File: src/rtl/shape_pkg.sv
// Shared shape/operation encodings and the legality rules used by both the
// control register block and the execution engine.
package shape_pkg;

    typedef enum logic [1:0] {
        SQUARE    = 2'b01,
        RECTANGLE = 2'b10
    } shape_e;

    localparam logic [4:0] OP_NOP          = 5'b00_000;
    localparam logic [4:0] OP_PERIM        = 5'b00_001;
    localparam logic [4:0] OP_SQ_AREA      = 5'b01_000;
    localparam logic [4:0] OP_RECT_AREA    = 5'b10_000;
    localparam logic [4:0] OP_RECT_DIAG_SQ = 5'b10_001;

    typedef enum logic [1:0] {
        ST_IDLE,
        ST_MUL1,
        ST_MUL2,
        ST_DONE
    } state_e;

    function automatic logic is_legal_shape(input logic [1:0] shape);
        return (shape == SQUARE) || (shape == RECTANGLE);
    endfunction

    function automatic logic is_legal_operation(input logic [4:0] op);
        return (op == OP_NOP) || (op == OP_PERIM) || (op == OP_SQ_AREA) ||
               (op == OP_RECT_AREA) || (op == OP_RECT_DIAG_SQ);
    endfunction

    // op[4:3] names the shape an operation needs; 00 means shape-agnostic.
    function automatic logic is_legal_combination(input logic [1:0] shape, input logic [4:0] op);
        return is_legal_shape(shape) && is_legal_operation(op) &&
               ((op[4:3] == 2'b00) || (op[4:3] == shape));
    endfunction

endpackage

File: src/rtl/shape_op_engine_if.sv
// Config, operand and result handshake bundle between the engine and its
// producer/consumer.
interface shape_op_engine_if #(
    parameter int DATA_W = 16
);
    logic [1:0]          cfg_shape;
    logic [4:0]          cfg_operation;
    logic                in_valid;
    logic                in_ready;
    logic [DATA_W-1:0]   in_a;
    logic [DATA_W-1:0]   in_b;
    logic                out_valid;
    logic                out_ready;
    logic [2*DATA_W-1:0] out_result;
    logic                out_ovf;
    logic                out_err;
    logic                busy;

    modport master (
        output cfg_shape, cfg_operation, in_valid, in_a, in_b, out_ready,
        input  in_ready, out_valid, out_result, out_ovf, out_err, busy
    );

    modport slave (
        input  cfg_shape, cfg_operation, in_valid, in_a, in_b, out_ready,
        output in_ready, out_valid, out_result, out_ovf, out_err, busy
    );
endinterface

File: src/rtl/shape_mul_seq.sv
// Radix-2 shift-add multiplier with a fixed DATA_W-cycle run; product is
// valid in the cycle done is high.
module shape_mul_seq #(
    parameter int DATA_W = 16
) (
    input  logic                clk,
    input  logic                rst_n,
    input  logic                start,
    input  logic [DATA_W-1:0]   multiplicand,
    input  logic [DATA_W-1:0]   multiplier,
    output logic                done,
    output logic [2*DATA_W-1:0] product
);
    localparam int RES_W = 2 * DATA_W;
    localparam int CNT_W = $clog2(DATA_W + 1);

    logic [RES_W-1:0]  acc_q, acc_d;
    logic [RES_W-1:0]  mcand_q, mcand_d;
    logic [DATA_W-1:0] mplier_q, mplier_d;
    logic [CNT_W-1:0]  cnt_q, cnt_d;
    logic              run_q, run_d;
    logic [RES_W-1:0]  acc_step;

    // Exposing the in-flight accumulation lets a restart on the done cycle
    // coexist with the caller capturing the finished product.
    assign acc_step = mplier_q[0] ? (acc_q + mcand_q) : acc_q;
    assign done     = run_q && (cnt_q == CNT_W'(1));
    assign product  = acc_step;

    always_comb begin
        acc_d    = acc_q;
        mcand_d  = mcand_q;
        mplier_d = mplier_q;
        cnt_d    = cnt_q;
        run_d    = run_q;
        if (start) begin
            acc_d    = '0;
            mcand_d  = {{DATA_W{1'b0}}, multiplicand};
            mplier_d = multiplier;
            cnt_d    = CNT_W'(DATA_W);
            run_d    = 1'b1;
        end else if (run_q) begin
            acc_d    = acc_step;
            mcand_d  = mcand_q << 1;
            mplier_d = mplier_q >> 1;
            cnt_d    = cnt_q - CNT_W'(1);
            run_d    = (cnt_q != CNT_W'(1));
        end
    end

    always_ff @(posedge clk or negedge rst_n) begin
        if (!rst_n) begin
            acc_q    <= '0;
            mcand_q  <= '0;
            mplier_q <= '0;
            cnt_q    <= '0;
            run_q    <= 1'b0;
        end else begin
            acc_q    <= acc_d;
            mcand_q  <= mcand_d;
            mplier_q <= mplier_d;
            cnt_q    <= cnt_d;
            run_q    <= run_d;
        end
    end

endmodule

File: src/rtl/shape_op_engine.sv
// Shape execution stage: snapshots config and operands on accept, computes
// perimeter/area/diagonal-squared and returns it on a valid/ready output.
module shape_op_engine
    import shape_pkg::*;
#(
    parameter int DATA_W = 16
) (
    input  logic               clk,
    input  logic               rst_n,
    shape_op_engine_if.slave   bus
);
    localparam int RES_W = 2 * DATA_W;

    state_e            state_q, state_d;
    logic [DATA_W-1:0] a_q, a_d, b_q, b_d;
    logic [1:0]        shape_q, shape_d;
    logic [4:0]        op_q, op_d;
    logic              err_q, err_d;
    logic [RES_W-1:0]  p1_q, p1_d, p2_q, p2_d;
    logic              in_ready_q, in_ready_d;
    logic              out_valid_q, out_valid_d;
    logic [RES_W-1:0]  out_result_q, out_result_d;
    logic              out_ovf_q, out_ovf_d;
    logic              out_err_q, out_err_d;

    logic              accept, cfg_legal, cfg_mul;
    logic              mul_start, mul_done;
    logic [DATA_W-1:0] mul_a, mul_b;
    logic [RES_W-1:0]  mul_product;
    logic [DATA_W:0]   ab_sum;
    logic [RES_W:0]    diag_sum;
    logic [RES_W-1:0]  perim;

    assign accept    = bus.in_valid && in_ready_q;
    assign cfg_legal = is_legal_combination(bus.cfg_shape, bus.cfg_operation);
    assign cfg_mul   = cfg_legal && ((bus.cfg_operation == OP_SQ_AREA) ||
                                     (bus.cfg_operation == OP_RECT_AREA) ||
                                     (bus.cfg_operation == OP_RECT_DIAG_SQ));

    // First multiply starts straight off the accepted operands; the second
    // (b*b for the diagonal) restarts from the snapshot on MUL1's done cycle.
    assign mul_start = (state_q == ST_IDLE && accept && cfg_mul) ||
                       (state_q == ST_MUL1 && mul_done && op_q == OP_RECT_DIAG_SQ);
    assign mul_a     = (state_q == ST_IDLE) ? bus.in_a : b_q;
    assign mul_b     = (state_q == ST_IDLE && bus.cfg_operation == OP_RECT_AREA) ? bus.in_b : mul_a;

    shape_mul_seq #(.DATA_W(DATA_W)) u_mul (
        .clk          (clk),
        .rst_n        (rst_n),
        .start        (mul_start),
        .multiplicand (mul_a),
        .multiplier   (mul_b),
        .done         (mul_done),
        .product      (mul_product)
    );

    assign ab_sum   = {1'b0, a_q} + {1'b0, b_q};
    assign diag_sum = {1'b0, p1_q} + {1'b0, p2_q};
    assign perim    = (shape_q == RECTANGLE) ? {{(RES_W-DATA_W-2){1'b0}}, ab_sum, 1'b0}
                                             : {{(RES_W-DATA_W-2){1'b0}}, a_q, 2'b00};

    always_comb begin
        state_d      = state_q;
        a_d          = a_q;
        b_d          = b_q;
        shape_d      = shape_q;
        op_d         = op_q;
        err_d        = err_q;
        p1_d         = p1_q;
        p2_d         = p2_q;
        out_valid_d  = out_valid_q;
        out_result_d = out_result_q;
        out_ovf_d    = out_ovf_q;
        out_err_d    = out_err_q;
        case (state_q)
            ST_IDLE: begin
                if (accept) begin
                    a_d     = bus.in_a;
                    b_d     = bus.in_b;
                    shape_d = bus.cfg_shape;
                    op_d    = bus.cfg_operation;
                    err_d   = !cfg_legal;
                    state_d = cfg_mul ? ST_MUL1 : ST_DONE;
                end
            end
            ST_MUL1: begin
                if (mul_done) begin
                    p1_d    = mul_product;
                    state_d = (op_q == OP_RECT_DIAG_SQ) ? ST_MUL2 : ST_DONE;
                end
            end
            ST_MUL2: begin
                if (mul_done) begin
                    p2_d    = mul_product;
                    state_d = ST_DONE;
                end
            end
            ST_DONE: begin
                if (!out_valid_q) begin
                    out_valid_d  = 1'b1;
                    out_err_d    = err_q;
                    out_ovf_d    = 1'b0;
                    out_result_d = '0;
                    if (!err_q) begin
                        case (op_q)
                            OP_PERIM:                 out_result_d = perim;
                            OP_SQ_AREA, OP_RECT_AREA: out_result_d = p1_q;
                            OP_RECT_DIAG_SQ: begin
                                out_result_d = diag_sum[RES_W-1:0];
                                out_ovf_d    = diag_sum[RES_W];
                            end
                            default: ;
                        endcase
                    end
                end else if (bus.out_ready) begin
                    out_valid_d  = 1'b0;
                    out_result_d = '0;
                    out_ovf_d    = 1'b0;
                    out_err_d    = 1'b0;
                    state_d      = ST_IDLE;
                end
            end
            default: state_d = ST_IDLE;
        endcase
        in_ready_d = (state_d == ST_IDLE);
    end

    always_ff @(posedge clk or negedge rst_n) begin
        if (!rst_n) begin
            state_q      <= ST_IDLE;
            a_q          <= '0;
            b_q          <= '0;
            shape_q      <= '0;
            op_q         <= '0;
            err_q        <= 1'b0;
            p1_q         <= '0;
            p2_q         <= '0;
            in_ready_q   <= 1'b0;
            out_valid_q  <= 1'b0;
            out_result_q <= '0;
            out_ovf_q    <= 1'b0;
            out_err_q    <= 1'b0;
        end else begin
            state_q      <= state_d;
            a_q          <= a_d;
            b_q          <= b_d;
            shape_q      <= shape_d;
            op_q         <= op_d;
            err_q        <= err_d;
            p1_q         <= p1_d;
            p2_q         <= p2_d;
            in_ready_q   <= in_ready_d;
            out_valid_q  <= out_valid_d;
            out_result_q <= out_result_d;
            out_ovf_q    <= out_ovf_d;
            out_err_q    <= out_err_d;
        end
    end

    assign bus.in_ready   = in_ready_q;
    assign bus.out_valid  = out_valid_q;
    assign bus.out_result = out_result_q;
    assign bus.out_ovf    = out_ovf_q;
    assign bus.out_err    = out_err_q;
    assign bus.busy       = (state_q != ST_IDLE);

endmodule

File: src/flat_wrapper.sv
// flat-port wrapper written by rule: the top's interface ports become plain ports
module shape_op_engine_flat import shape_pkg::*;
#(
    parameter int DATA_W = 16
)
  (clk, rst_n, bus_cfg_shape, bus_cfg_operation, bus_in_valid, bus_in_a, bus_in_b, bus_out_ready, bus_in_ready, bus_out_valid, bus_out_result, bus_out_ovf, bus_out_err, bus_busy);
  shape_op_engine_if #(.DATA_W(DATA_W)) bus_i ();
  input  logic clk;
  input  logic rst_n;
  input wire logic [$bits(bus_i.cfg_shape)-1:0] bus_cfg_shape;
  input wire logic [$bits(bus_i.cfg_operation)-1:0] bus_cfg_operation;
  input wire logic [$bits(bus_i.in_valid)-1:0] bus_in_valid;
  input wire logic [$bits(bus_i.in_a)-1:0] bus_in_a;
  input wire logic [$bits(bus_i.in_b)-1:0] bus_in_b;
  input wire logic [$bits(bus_i.out_ready)-1:0] bus_out_ready;
  output wire logic [$bits(bus_i.in_ready)-1:0] bus_in_ready;
  output wire logic [$bits(bus_i.out_valid)-1:0] bus_out_valid;
  output wire logic [$bits(bus_i.out_result)-1:0] bus_out_result;
  output wire logic [$bits(bus_i.out_ovf)-1:0] bus_out_ovf;
  output wire logic [$bits(bus_i.out_err)-1:0] bus_out_err;
  output wire logic [$bits(bus_i.busy)-1:0] bus_busy;
  assign bus_i.cfg_shape = bus_cfg_shape;
  assign bus_i.cfg_operation = bus_cfg_operation;
  assign bus_i.in_valid = bus_in_valid;
  assign bus_i.in_a = bus_in_a;
  assign bus_i.in_b = bus_in_b;
  assign bus_i.out_ready = bus_out_ready;
  assign bus_in_ready = bus_i.in_ready;
  assign bus_out_valid = bus_i.out_valid;
  assign bus_out_result = bus_i.out_result;
  assign bus_out_ovf = bus_i.out_ovf;
  assign bus_out_err = bus_i.out_err;
  assign bus_busy = bus_i.busy;
  shape_op_engine #(.DATA_W(DATA_W)) u_core (.clk(clk), .rst_n(rst_n), .bus(bus_i));
endmodule
File: config.mk
export PLATFORM = sky130hd
export DESIGN_NAME = shape_op_engine_flat
export DESIGN_NICKNAME = d
export VERILOG_FILES = /design/src/rtl/shape_pkg.sv /design/src/rtl/shape_op_engine_if.sv /design/src/rtl/shape_mul_seq.sv /design/src/rtl/shape_op_engine.sv /design/src/flat_wrapper.sv
export SDC_FILE = /design/constraint.sdc
export NUM_CORES = 1
export LEC_CHECK = 0
export CORE_MARGIN = 10
export CORE_UTILIZATION = 40
export CTS_CLUSTER_DIAMETER = 200
export DETAILED_ROUTE_END_ITERATION = 7
export PLACE_DENSITY = 0.64
export REMOVE_ABC_BUFFERS = 1
export SYNTH_ARGS = -nofsm -noshare
export SYNTH_HDL_FRONTEND = slang
export SYNTH_HIERARCHICAL = 1
export SYNTH_SLANG_ARGS = --single-unit
File: constraint.sdc
create_clock -name clk -period 4.1 [get_ports clk]
set_input_delay 0.82 -clock clk [delete_from_list [all_inputs] [get_ports clk]]
set_output_delay 0.82 -clock clk [all_outputs]
set_load 0.02 [all_outputs]
Word-level counts from Yosys, hierarchy flattened
Index checks and enable logic that the tools add are counted.
{"block": "word_totals", "input_bits": 43, "ff_bits": 228}
{"block": "classes", "mux": 33, "n_reduce_logical": 31, "add_sub_neg": 4, "eq_ne": 18}
{"op": "$mux 32", "n": 8}
{"op": "$pmux 32 s3", "n": 1}
{"op": "$mux 16", "n": 4}
{"op": "$add 32x32->33", "n": 1}
{"op": "$add 32x32->32", "n": 1}
{"op": "$eq 5x5->1 const B", "n": 4}
{"op": "$mux 18", "n": 1}
{"op": "$add 16x16->17", "n": 1}
{"op": "$eq 5x1->1 const B", "n": 3}
{"op": "$mux 2", "n": 6}
{"op": "$eq 5x4->1 const B", "n": 2}
{"op": "$logic_and 1x1->1", "n": 10}
{"op": "$mux 1", "n": 10}
{"op": "$mux 5", "n": 2}
{"op": "$logic_or 1x1->1", "n": 9}
{"op": "$eq 2x2->1 const B", "n": 4}
{"op": "$pmux 2 s4", "n": 1}
{"op": "$reduce_and 2->1", "n": 4}
{"op": "$logic_not 2->1", "n": 3}
{"op": "$logic_not 5->1", "n": 1}
{"op": "$ne 5x1->1 const B", "n": 1}
{"op": "$sub 5x1->5 const B", "n": 1}
{"op": "$eq 2x1->1 const B", "n": 2}
{"op": "$reduce_bool 2->1", "n": 2}
{"op": "other kinds (4)", "n": 4}

Logic depth before layout (Yosys ltp)
Gate-level depths: netlist (run 1).
{"block": "depth", "ltp_word": 12, "ltp_mapped": 12}

Modules after synthesis
The synthesis (run 1) kept the hierarchy.
{"mod": "shape_op_engine", "area_each_um2": 8396.8, "instances": 1, "seq_area_each_um2": 3553.4, "cells_per_inst": 855}
{"mod": "shape_mul_seq", "area_each_um2": 6144.6, "instances": 1, "seq_area_each_um2": 2152.1, "cells_per_inst": 682}

Least setup slack after synthesis (run 1)
No wires, ideal clock.
{"block": "synth_path", "kind": "register to register", "from": "reg u_core.u_mul.run_q", "to": "reg u_core.u_mul.acc_q[0]", "slack_ns": 0.868, "setup_ns": 0.136, "arrival_ns": 3.096, "n_path_buf": 7, "stages_incl_launch_ff": 12, "period_less_slack_ns": 3.232, "path_cell_list": "dfrtp_1 > clkbuf_1 > buf_1 > buf_1 > and2_1 > nand3b_1 > clkbuf_1 > o21ai_0 > buf_6 > clkbuf_1 > clkbuf_1 > nor3_1"}
{"block": "synth_between", "elab_chain_cells": 5}
{"item": "from (decl)", "line": "shape_mul_seq.sv:21", "source": "logic run_q, run_d;"}
{"item": "from (signal assigned)", "line": "shape_mul_seq.sv:63", "source": "run_q <= run_d;"}
{"item": "$logic_and 1x1->1 *", "line": "shape_mul_seq.sv:27", "source": "assign done = run_q && (cnt_q == CNT_W'(1));"}
{"item": "net u_core.mul_done", "line": "shape_op_engine.sv:27", "source": "logic mul_start, mul_done;"}
{"item": "$logic_and 1x1->1 * (2 in a row)", "line": "shape_op_engine.sv:43", "source": "(state_q == ST_MUL1 && mul_done && op_q == OP_RECT_DIAG_SQ);"}
{"item": "$logic_or 1x1->1 *", "line": "shape_op_engine.sv:42", "source": "assign mul_start = (state_q == ST_IDLE && accept && cfg_mul) ||"}
{"item": "net u_core.mul_start", "line": "shape_op_engine.sv:27"}
{"item": "$mux 32 / $reduce_bool 2->1 (equally long branches)"}
{"item": "to (signal assigned)", "line": "shape_mul_seq.sv:53", "source": "acc_q <= '0;"}
{"item": "to (signal assigned)", "line": "shape_mul_seq.sv:59", "source": "acc_q <= acc_d;"}
{"item": "to (decl)", "line": "shape_mul_seq.sv:17", "source": "logic [RES_W-1:0] acc_q, acc_d;"}
Mark *: on every way through the listed nets, which the timed path passes. The rest lies on a longest branch.
A chain may end at the register's enable or synchronous reset.

Worst setup path in the final report (run 1)
{"block": "layout_path", "from": "reg u_core.a_q[0]", "to": "reg u_core.out_result_q[17], in the netlist u_core/bus.out_result[17]"}
{"block": "layout_between", "elab_chain_cells": 5}
{"item": "from (decl)", "line": "shape_op_engine.sv:15", "source": "logic [DATA_W-1:0] a_q, a_d, b_q, b_d;"}
{"item": "from (signal assigned)", "line": "shape_op_engine.sv:131", "source": "a_q <= '0;"}
{"item": "from (signal assigned)", "line": "shape_op_engine.sv:145", "source": "a_q <= a_d;"}
{"item": "$add 16x16->17", "line": "shape_op_engine.sv:57", "source": "assign ab_sum = {1'b0, a_q} + {1'b0, b_q};"}
{"item": "$mux 18", "line": "shape_op_engine.sv:59", "source": "assign perim = (shape_q == RECTANGLE) ? {{(RES_W-DATA_W-2){1'b0}}, ab_sum, 1'b0}"}
{"item": "$pmux 32 s3", "line": "shape_op_engine.sv:105", "source": "case (op_q)"}
{"item": "$mux 32", "line": "shape_op_engine.sv:104", "source": "if (!err_q) begin"}
{"item": "$mux 32", "line": "shape_op_engine.sv:99", "source": "if (!out_valid_q) begin"}
{"item": "to (signal assigned)", "line": "shape_op_engine.sv:154", "source": "out_result_q <= out_result_d;"}
{"item": "to (decl)", "line": "shape_op_engine.sv:22", "source": "logic [RES_W-1:0] out_result_q, out_result_d;"}
No other way between the ends.

==> reports/summary.txt, run 1 <==
Crit Path Max Fanout -> 3
Clk network pwr share -> 0.279
# diodes -> 0
outcome -> complete, no violations
EDFF count, synth -> 0
P_int -> 5.837 mW
CTS root buffer -> clkbuf_16
Crit. End Element -> flop
DIE HEIGHT -> 210.7 um
worst-case clock buffer depth -> 3
Reg clk slew, reported paths -> 0.06 ns
Final Skew -> 0.01160 ns
Post-synth top cells -> nand2_1, dfrtp_1, mux2_2, nor2_1, o21ai_0
total track usage -> 0.1804
gr ovfl total -> 0
Least-Margin Pin Slew -> 1.028 ns
DRT iter0 DRCs -> 1,037
largest net degree at the start of global routing -> 113
largest cells by area after synthesis -> dfrtp_1, mux2_2, ha_1
Yosys top cell area share -> 0.3924
vias -> 11,820
Seq/Total Area, Yosys -> 0.3924
cell taking the most area after synthesis -> dfrtp_1
top_reg_cell synth -> dfrtp_1
Max-slew headroom -> 0.3098
final setup violating endpoints -> 0
WS Path Type -> flop to flop
Final Cycle Share -> 0.8226
share of cells above drive strength 1 -> 0.1385
WL final -> 40,820 um
Mapped Area -> 14,540 um2
sequential share of power -> 0.344
global-route wire length before repair -> 64,980 um
final design utilization -> 0.4680
VDD IR max -> 0.3496 mV
Net Sw Power -> 3.542 mW
CORE AREA -> 35,740 um2
Post-CTS Setup Bufs -> 0
GPL Wtd Cong -> 0.9238
hold buffers post-CTS -> 0
Lkg Pwr -> 7.815 nW
WL/cell -> 19.78 um
Max Clk Rate -> 0.2965 GHz
top-count cell post-synth -> nand2_1
Sink Count -> 228
Yosys warnings -> 6
asr flop ratio synth -> 1.000
endpoints failing hold -> 0
CTS tree -> yes
Critical Path AT -> 3.77 ns
Initial Utilization -> 0.4068
Combinational Power Share -> 0.376
final hold slack -> 0.3583 ns
IO Pins -> 80
critical path required time -> 4.50 ns
DRC -> 0
H-tree Lvls -> 1
Power Density -> 560.6 nW/um2
Vias/cell -> 5.724
post-cts resize count -> 0
Routed Antenna Nets -> 0
Worst Reg-to-Reg Cells -> 11
number of port buffers -> 79
Sw Share -> 0.3777
total of max-cap violations -> 0
gate count after technology mapping -> 1,537
nets -> 1,710
min cycle time layout -> 3.373 ns
Pre-antenna DRT Iters -> 7
Die Area -> 44,380 um2
syn avg cell area -> 9.461 um2
Clock Latency Late Sink -> 0.54 ns
Layout area overhead -> 15.04%
Yosys cell types -> 83
Seq cells post-synth -> 228
# rows -> 69
CP Launch Type -> flop
Die W -> 210.7 um
hold crit path type -> primary input to asynchronous set/reset pin
vias in the first global route -> 11,760
DP HPWL -> 29,970 um
Slew Limit Fails -> 0
RSZ-0062 raised after global routing -> no
antenna violations before repair -> 0
CTS buffer count -> 26
## critical path: stages (launching register included)
cell and delay, ns:
dfrtp_1 0.40, ha_1 0.24, fa_1 0.41, a21o_1 0.22
a211oi_2 0.28, o211ai_1 0.15, a31oi_2 0.24, nor2b_1 0.07
o21a_1 0.18, o41a_1 0.36, a2111oi_0 0.56, o211ai_1 0.14
## registers in the layout, indices dropped and copies added (netlist names)
register,cells
u_core/p1_q,32
u_core/bus.in_ready,1
u_core/bus.out_err,1
u_core/bus.out_ovf,1
u_core/u_mul/cnt_q,5
u_core/u_mul/mcand_q,32
u_core/u_mul/acc_q,32
u_core/u_mul/run_q,1
u_core/b_q,16
u_core/bus.out_valid,1
u_core/u_mul/mplier_q,16
u_core/state_q,2
u_core/err_q,1
u_core/op_q,5
u_core/shape_q,2
u_core/bus.out_result,32
u_core/a_q,16
u_core/p2_q,32
## cell type report
class	count	area, um2
Clock buffer	41	807.0
Sequential cell	228	5709
Timing Repair Buffer	102	993.5
Inverter	24	90.09
Multi-Input combinational cell	1201	8381
Fill cell	3345	19010
Tap cell	461	576.8
Clock inverter	7	171.4
## cells in the final DEF, fill, tap and decap left out, types with 5 or more instances in the layout
cell	synthesis	layout
nand2_1	244	244
dfrtp_1	228	227
mux2_2	118	118
nor2_1	102	101
o21ai_0	94	93
a21oi_1	89	89
ha_1	81	81
clkdlybuf4s50_1	0	78
mux2i_1	62	62
xnor2_1	44	44
a21o_1	43	43
nand3_1	29	29
clkbuf_16	0	26
xor2_1	26	26
inv_1	23	23
a22oi_1	22	22
nor3_1	22	22
buf_4	3	21
nand4_1	16	16
a31oi_1	14	14
nor2b_1	13	13
and3_1	12	12
clkbuf_8	0	10
o21ai_1	10	10
o21bai_1	11	10
a222oi_1	10	10
o21a_1	9	9
o31ai_1	8	8
o211ai_1	8	8
nand3b_1	6	6
nand2b_1	6	6
clkbuf_1	56	5
bufinv_16	0	5
and2_1	5	5
a41oi_1	5	5
or3_1	5	5
nor4_1	5	5
## worst paths after layout
kind                                               start                        end  slack (ns)
worst max-delay path                       u_core/a_q[0]  u_core/bus.out_result[17]        0.73
worst min-delay path                               rst_n   u_core/u_mul/mplier_q[6]        0.36
worst max register to register             u_core/a_q[0]  u_core/bus.out_result[17]        0.73
worst min register to register  u_core/bus.out_result[8]   u_core/bus.out_result[8]        0.48
max in group asynchronous                          rst_n   u_core/u_mul/mcand_q[30]        2.83
min in group clk                u_core/bus.out_result[8]   u_core/bus.out_result[8]        0.48
## power by group through the flow
stage | sequential, mW | combinational [mW] | clock [mW]
2_1_floorplan | 3.22 | 2.39 | 0
3_3_place_gp | 3.25 | 3.43 | 0
3_5_place_dp | 3.26 | 3.48 | 0
4_1_cts | 3.22 | 3.50 | 2.67
5_1_grt | 3.30 | 3.87 | 2.76
6_report | 3.23 | 3.53 | 2.62
## cells by family after synthesis
kind of cell	Yosys count	synth area share
AND/OR/NAND/NOR	487	0.1507
multiplexers	181	0.1351
buffers and inverters	108	0.03252
adder cells (fa/ha/maj)	84	0.07383
AO/OA/AOI/OAI	379	0.1734
XOR/XNOR	70	0.04216
flip-flops	228	0.3924
## metrics by stage
step	worst slack [ns]	TNS (ns)	cells	area, um2	total power, mW
6_report	0.7272	0	2064	16730	9.379
5_1_grt	0.4990	0	2064	16730	9.935
4_1_cts	0.7456	0	2064	16730	9.393
3_5_place_dp	0.6230	0	2016	15750	6.742
3_3_place_gp	0.6156	0	2016	15750	6.680
2_1_floorplan	-7.480	-496.33	1453	14160	5.610
## per-layer routing
layer	routed length, um	track usage	share of wire	vias up
met4	1049	0.05669	0.026	0
met1	18630	0.2437	0.46	5804
met2	19140	0.2973	0.47	317
met3	2008	0.01944	0.049	56
met5	0	0	0	-
li1	-	-	-	5638
(Power assumes the default switching activity.)
==> inputs of run 2 (changes only) <==
clock period = 3.3 ns   (was 4.1 ns; I/O delays follow)
==> run 2 against run 1 <==
Against the previous run: sequential power is 24% higher; routed wire length up 0.43%; via count grew 0.22%; non-clock buffer count rose by 25; register-to-register slack worse by 0.57 ns; cell area is 1.7% higher; global-route usage is 0.087 points higher; clock skew up 0.00051 ns; worst setup slack worse by 0.57 ns; sequential cell count did not move; clock power is 30% higher.
==> reports/summary.txt, run 2 (synthesis gave the netlist of run 1 again) <==
CP Launch Type -> flop
Layout area overhead -> 16.98%
gr ovfl total -> 0
CP bufs+invs -> 0
multi-input logic area -> 8399 um2
CTS tree -> yes
Slew Limit Fails -> 0
nets -> 1,735
Least-Margin Pin Slew -> 0.7782 ns
Post-CTS Setup Bufs -> 0
Sink Count -> 228
Lkg Pwr -> 7.973 nW
Reg clk slew, reported paths -> 0.06 ns
Clock Latency Late Sink -> 0.53 ns
total track usage -> 0.1813
CTS buffer count -> 26
share of cells above drive strength 1 -> 0.1554
final setup violating endpoints -> 0
Crit Path Max Fanout -> 3
endpoints failing hold -> 0
final design utilization -> 0.4759
Critical Path AT -> 3.54 ns
WS Path Type -> flop to flop
post-route insts no fill -> 2,089
most frequent cells in the layout -> nand2_1, dfrtp_1, mux2_2
critical path required time -> 3.69 ns
Die W -> 210.7 um
commonest non-fill, non-tap cell in the layout -> nand2_1
number of port buffers -> 79
# placed instances -> 2,041
Max-slew headroom -> 0.4746
# rows -> 69
VDD IR max -> 0.3411 mV
Final Cycle Share -> 0.9530
outcome -> complete, no violations
FF/Latch Area -> 5709 um2
Vias/cell -> 5.668
Pre-antenna DRT Iters -> 6
Worst Reg-to-Reg Cells -> 11
FF-to-FF setup slack -> 0.15 ns
Power Density -> 700.1 nW/um2
most used cell, CP -> o211ai_1
DRT iter0 DRCs -> 865
# diodes -> 0
Routed Antenna Nets -> 0
worst-case clock buffer depth -> 3
vias in the first global route -> 11,790
RSZ-0062 raised after global routing -> no
antenna violations before repair -> 0
largest net degree at the start of global routing -> 92
vias -> 11,840
IO Pins -> 80
# fillers -> 3,356
Slowest-stage cell, CP -> a2111oi_0
CORE AREA -> 35,740 um2
min setup slack post-route -> 0.1550 ns
Pwr Total -> 11.91 mW
Final Skew -> 0.01211 ns
min cycle time layout -> 3.145 ns
setup_tns -> 0 ns
DRC -> 0
DP HPWL -> 30,090 um
WL/cell -> 19.62 um
WL final -> 40,990 um
Crit. End Element -> flop
H-tree Lvls -> 1
CP top delay family -> compound AO/OA/AOI/OAI gates
max incr delay on CP -> 0.42 ns
critical path cell sequence -> ha_1, fa_1, a21o_1, a211oi_2, o211ai_1, a31oi_2, nor2b_1, o21a_1, o41a_1, a2111oi_0, o211ai_1
DIE HEIGHT -> 210.7 um
Crit Reg-Reg Endpoint -> u_core/bus.out_result[17]
global-route wire length before repair -> 65,330 um
FF-to-FF Start -> u_core/a_q[0]
hold crit path type -> primary input to asynchronous set/reset pin
Initial Utilization -> 0.4068
Die Area -> 44,380 um2
CTS root buffer -> clkbuf_16
GPL Wtd Cong -> 0.9281
Place WS -> 0.08089 ns
Max Clk Rate -> 0.3180 GHz
total of max-cap violations -> 0
run 2: worst max-delay path by stage:
| stage | endpoint | slack [ns] | cells after the start | startpoint |
|---|---|---|---|---|
| after floorplan | u_core/u_mul/acc_q[31] | -8.28 | 7 | u_core/u_mul/run_q |
| after global placement | u_core/p1_q[30] | 0.14 | 12 | u_core/u_mul/acc_q[0] |
| after detailed placement | u_core/p1_q[30] | 0.08 | 12 | u_core/u_mul/acc_q[0] |
| after CTS | u_core/p1_q[30] | 0.07 | 12 | u_core/u_mul/acc_q[0] |
| after global routing | u_core/bus.out_result[17] | 0.004 | 11 | u_core/a_q[0] |
| final | u_core/bus.out_result[17] | 0.15 | 11 | u_core/a_q[0] |
run 2: final cells by class:
| type | count | share of cell area |
|---|---|---|
| sequential | 228 | 0.3356 |
| clock buffer | 35 | 0.04560 |
| inverter | 24 | 0.005296 |
| timing repair buffer | 127 | 0.07091 |
| clock inverter | 13 | 0.01486 |
| multi-input combinational | 1201 | 0.4938 |
| tap | 461 | 0.03391 |
run 2: through the flow:
stage / hold slack [ns] / cell area (um2)
detailed placement: 0.4705 / 15960
finish: 0.1243 / 17010
floorplan: 0.3644 / 14160
CTS: 0.1908 / 16990
global route: 0.2000 / 17010
global placement: 0.4592 / 15960
run 2: what timing repair did:
| item | CTS | global route |
|---|---|---|
| gates resized for setup | 0 | 3 |
| setup endpoints to repair | 0 | 2 |
| hold buffers | 0 | 0 |
run 2: routing by layer:
layer,share of wire,vias to the layer above,GRT usage
li1,-,5695,-
met1,0.47,5801,0.2485
met2,0.46,298,0.2930
met3,0.051,47,0.02671
met4,0.020,0,0.04770
met5,0,-,0
run 2: power breakdown:
| group | switching, mW | internal, mW |
|---|---|---|
| Sequential | 0.608 | 3.38 |
| Combinational | 2.64 | 1.88 |
| Clock | 1.20 | 2.19 |
==> inputs of run 3 (changes only) <==
clock period = 2.93 ns   (was 3.3 ns; I/O delays follow)
==> run 3 against run 2 <==
Against the previous run: utilization up 2.7 points; routed wire length up 3.8%; via count up 4.0%; total power up 13%; count of clock-buffer cells in the layout unchanged; register-to-register slack worse by 0.14 ns; sequential cell count unchanged; critical path depth up 1; fmax up 7.9%; sequential power up 13%; largest cell class unchanged.
==> reports/summary.txt, run 3 (synthesis gave the netlist of run 1 again) <==
outcome -> complete, no violations
CP Launch Type -> flop
Layout area overhead -> 23.62%
VDD IR max -> 0.3728 mV
Pwr Total -> 13.47 mW
commonest non-fill, non-tap cell in the layout -> nand2_1
CP bufs+invs -> 3
hold crit path type -> primary input to asynchronous set/reset pin
Power Density -> 749.5 nW/um2
H-tree Lvls -> 1
Least-Margin Pin Slew -> 1.012 ns
min cycle time layout -> 2.915 ns
number of port buffers -> 79
Slew Limit Fails -> 0
Worst Setup SP -> u_core/u_mul/mcand_q[14]
IO Pins -> 80
FF-to-FF setup slack -> 0.01 ns
WS Path Type -> flop to flop
nets -> 1,830
total of max-cap violations -> 0
Reg clk slew, reported paths -> 0.06 ns
final setup violating endpoints -> 0
share of cells above drive strength 1 -> 0.2289
DRC -> 0
gr ovfl total -> 0
CTS buffer count -> 26
Routed Antenna Nets -> 0
DIE HEIGHT -> 210.7 um
GPL Wtd Cong -> 0.9220
hold buffers post-CTS -> 0
Clock Latency Late Sink -> 0.54 ns
total track usage -> 0.1863
Initial Utilization -> 0.4068
Lkg Pwr -> 8.397 nW
Max-slew headroom -> 0.3253
WL final -> 42,560 um
CTS tree -> yes
most frequent cells in the layout -> nand2_1, dfrtp_1, buf_4
Die Area -> 44,380 um2
final hold slack -> 0.01670 ns
CP top delay family -> simple AND/OR/NAND/NOR gates
FF-to-FF Start -> u_core/u_mul/mcand_q[14]
Final Cycle Share -> 0.9949
critical path required time -> 3.34 ns
endpoints failing hold -> 0
DP HPWL -> 31,320 um
Final Skew -> 0.02458 ns
Slowest-stage cell, CP -> dfrtp_1
CTS root buffer -> clkbuf_16
# diodes -> 0
vias in the first global route -> 12,200
Final Instance Area -> 17,980 um2
CORE AREA -> 35,740 um2
critical path cell sequence -> ha_4, buf_6, nand2_2, buf_4, or4_4, nor3b_4, a21oi_2, buf_4, a31oi_4, xnor2_2, mux2_4, mux2_2
# fillers -> 3,199
Die W -> 210.7 um
Critical Path AT -> 3.33 ns
Crit Path Max Fanout -> 3
Pre-antenna DRT Iters -> 6
Crit. End Element -> flop
most used cell, CP -> buf_4
Sink Count -> 228
max incr delay on CP -> 0.43 ns
RSZ-0062 raised after global routing -> yes
worst-case clock buffer depth -> 3
antenna violations before repair -> 0
vias -> 12,320
# rows -> 69
global-route wire length before repair -> 67,210 um
DRT iter0 DRCs -> 954
dpl cell area -> 16,640 um2
largest net degree at the start of global routing -> 75
Place WS -> -0.1478 ns
WL/cell -> 19.50 um
Vias/cell -> 5.644
Max Clk Rate -> 0.3430 GHz
min setup slack post-route -> 0.01491 ns
==> run 3: cell count changes in the layout (fill, tap and decap cells not counted), sizes merged <==
cell      previous run  this run
buf                 49       144
bufinv               7         2
clkinv               5         6
clkinvlp             2         3
inv                 23        24
==> run 3: repair_timing <==
action	in CTS	in global routing
cloned	0	0
setup endpoints to repair	14	40
gates resized for setup	16	65
pin swaps	11	24
buffers inserted	2	5
==> run 3: power by group <==
group	switching, mW	total [mW]	leakage [nW]	internal, mW
registers	0.711	4.52	3.07	3.81
logic	3.15	5.67	4.91	2.52
clock network	1.34	3.27	0.413	1.94
==> run 3: path summary, 6_finish.rpt <==
kind	end	depth (start not counted)
setup / recovery	u_core/p2_q[27]	12
hold / removal	u_core/u_mul/mplier_q[5]	1
setup reg to reg	u_core/p2_q[27]	12
hold reg to reg	u_core/bus.out_result[8]	1
max in group asynchronous	u_core/u_mul/acc_q[20]	2
min in group clk	u_core/bus.out_result[8]	1
==> run 3: stage by stage <==
step | utilization | setup TNS [ns] | cells
3_5_place_dp | 0.4654 | -2.429 | 2129
3_3_place_gp | 0.4654 | -1.891 | 2129
2_1_floorplan | - | -658.99 | 1453
6_report | 0.5029 | 0 | 2182
5_1_grt | 0.5029 | -0.3264 | 2182
4_1_cts | 0.4919 | 0 | 2177
==> run 3: final cells by class <==
| type | instances | area, um2 | area share |
|---|---|---|---|
| inverters | 24 | 90.09 | 0.005011 |
| well taps | 461 | 576.8 | 0.03209 |
| flip-flops and latches | 228 | 5710 | 0.3177 |
| repair buffers | 222 | 1939 | 0.1079 |
| clock buffers | 35 | 735.7 | 0.04093 |
| multi-input cells | 1201 | 8803 | 0.4897 |
| clock inverters | 11 | 120.1 | 0.006682 |
==> run 3: metal layers <==
layer  GRT usage  share of wire  up-vias
met5           0              0        -
met4     0.05969          0.028        0
met3     0.02033          0.040       63
met2      0.3019           0.47      293
met1      0.2555           0.46     6072
li1            -              -     5887
==> run 3: worst reg2reg max path, stage by stage (launching register included) <==
cell	delay (ns)
dfrtp_1	0.43
ha_4	0.31
buf_6	0.10
nand2_2	0.06
buf_4	0.14
or4_4	0.42
nor3b_4	0.17
a21oi_2	0.21
buf_4	0.15
a31oi_4	0.08
xnor2_2	0.17
mux2_4	0.30
mux2_2	0.26
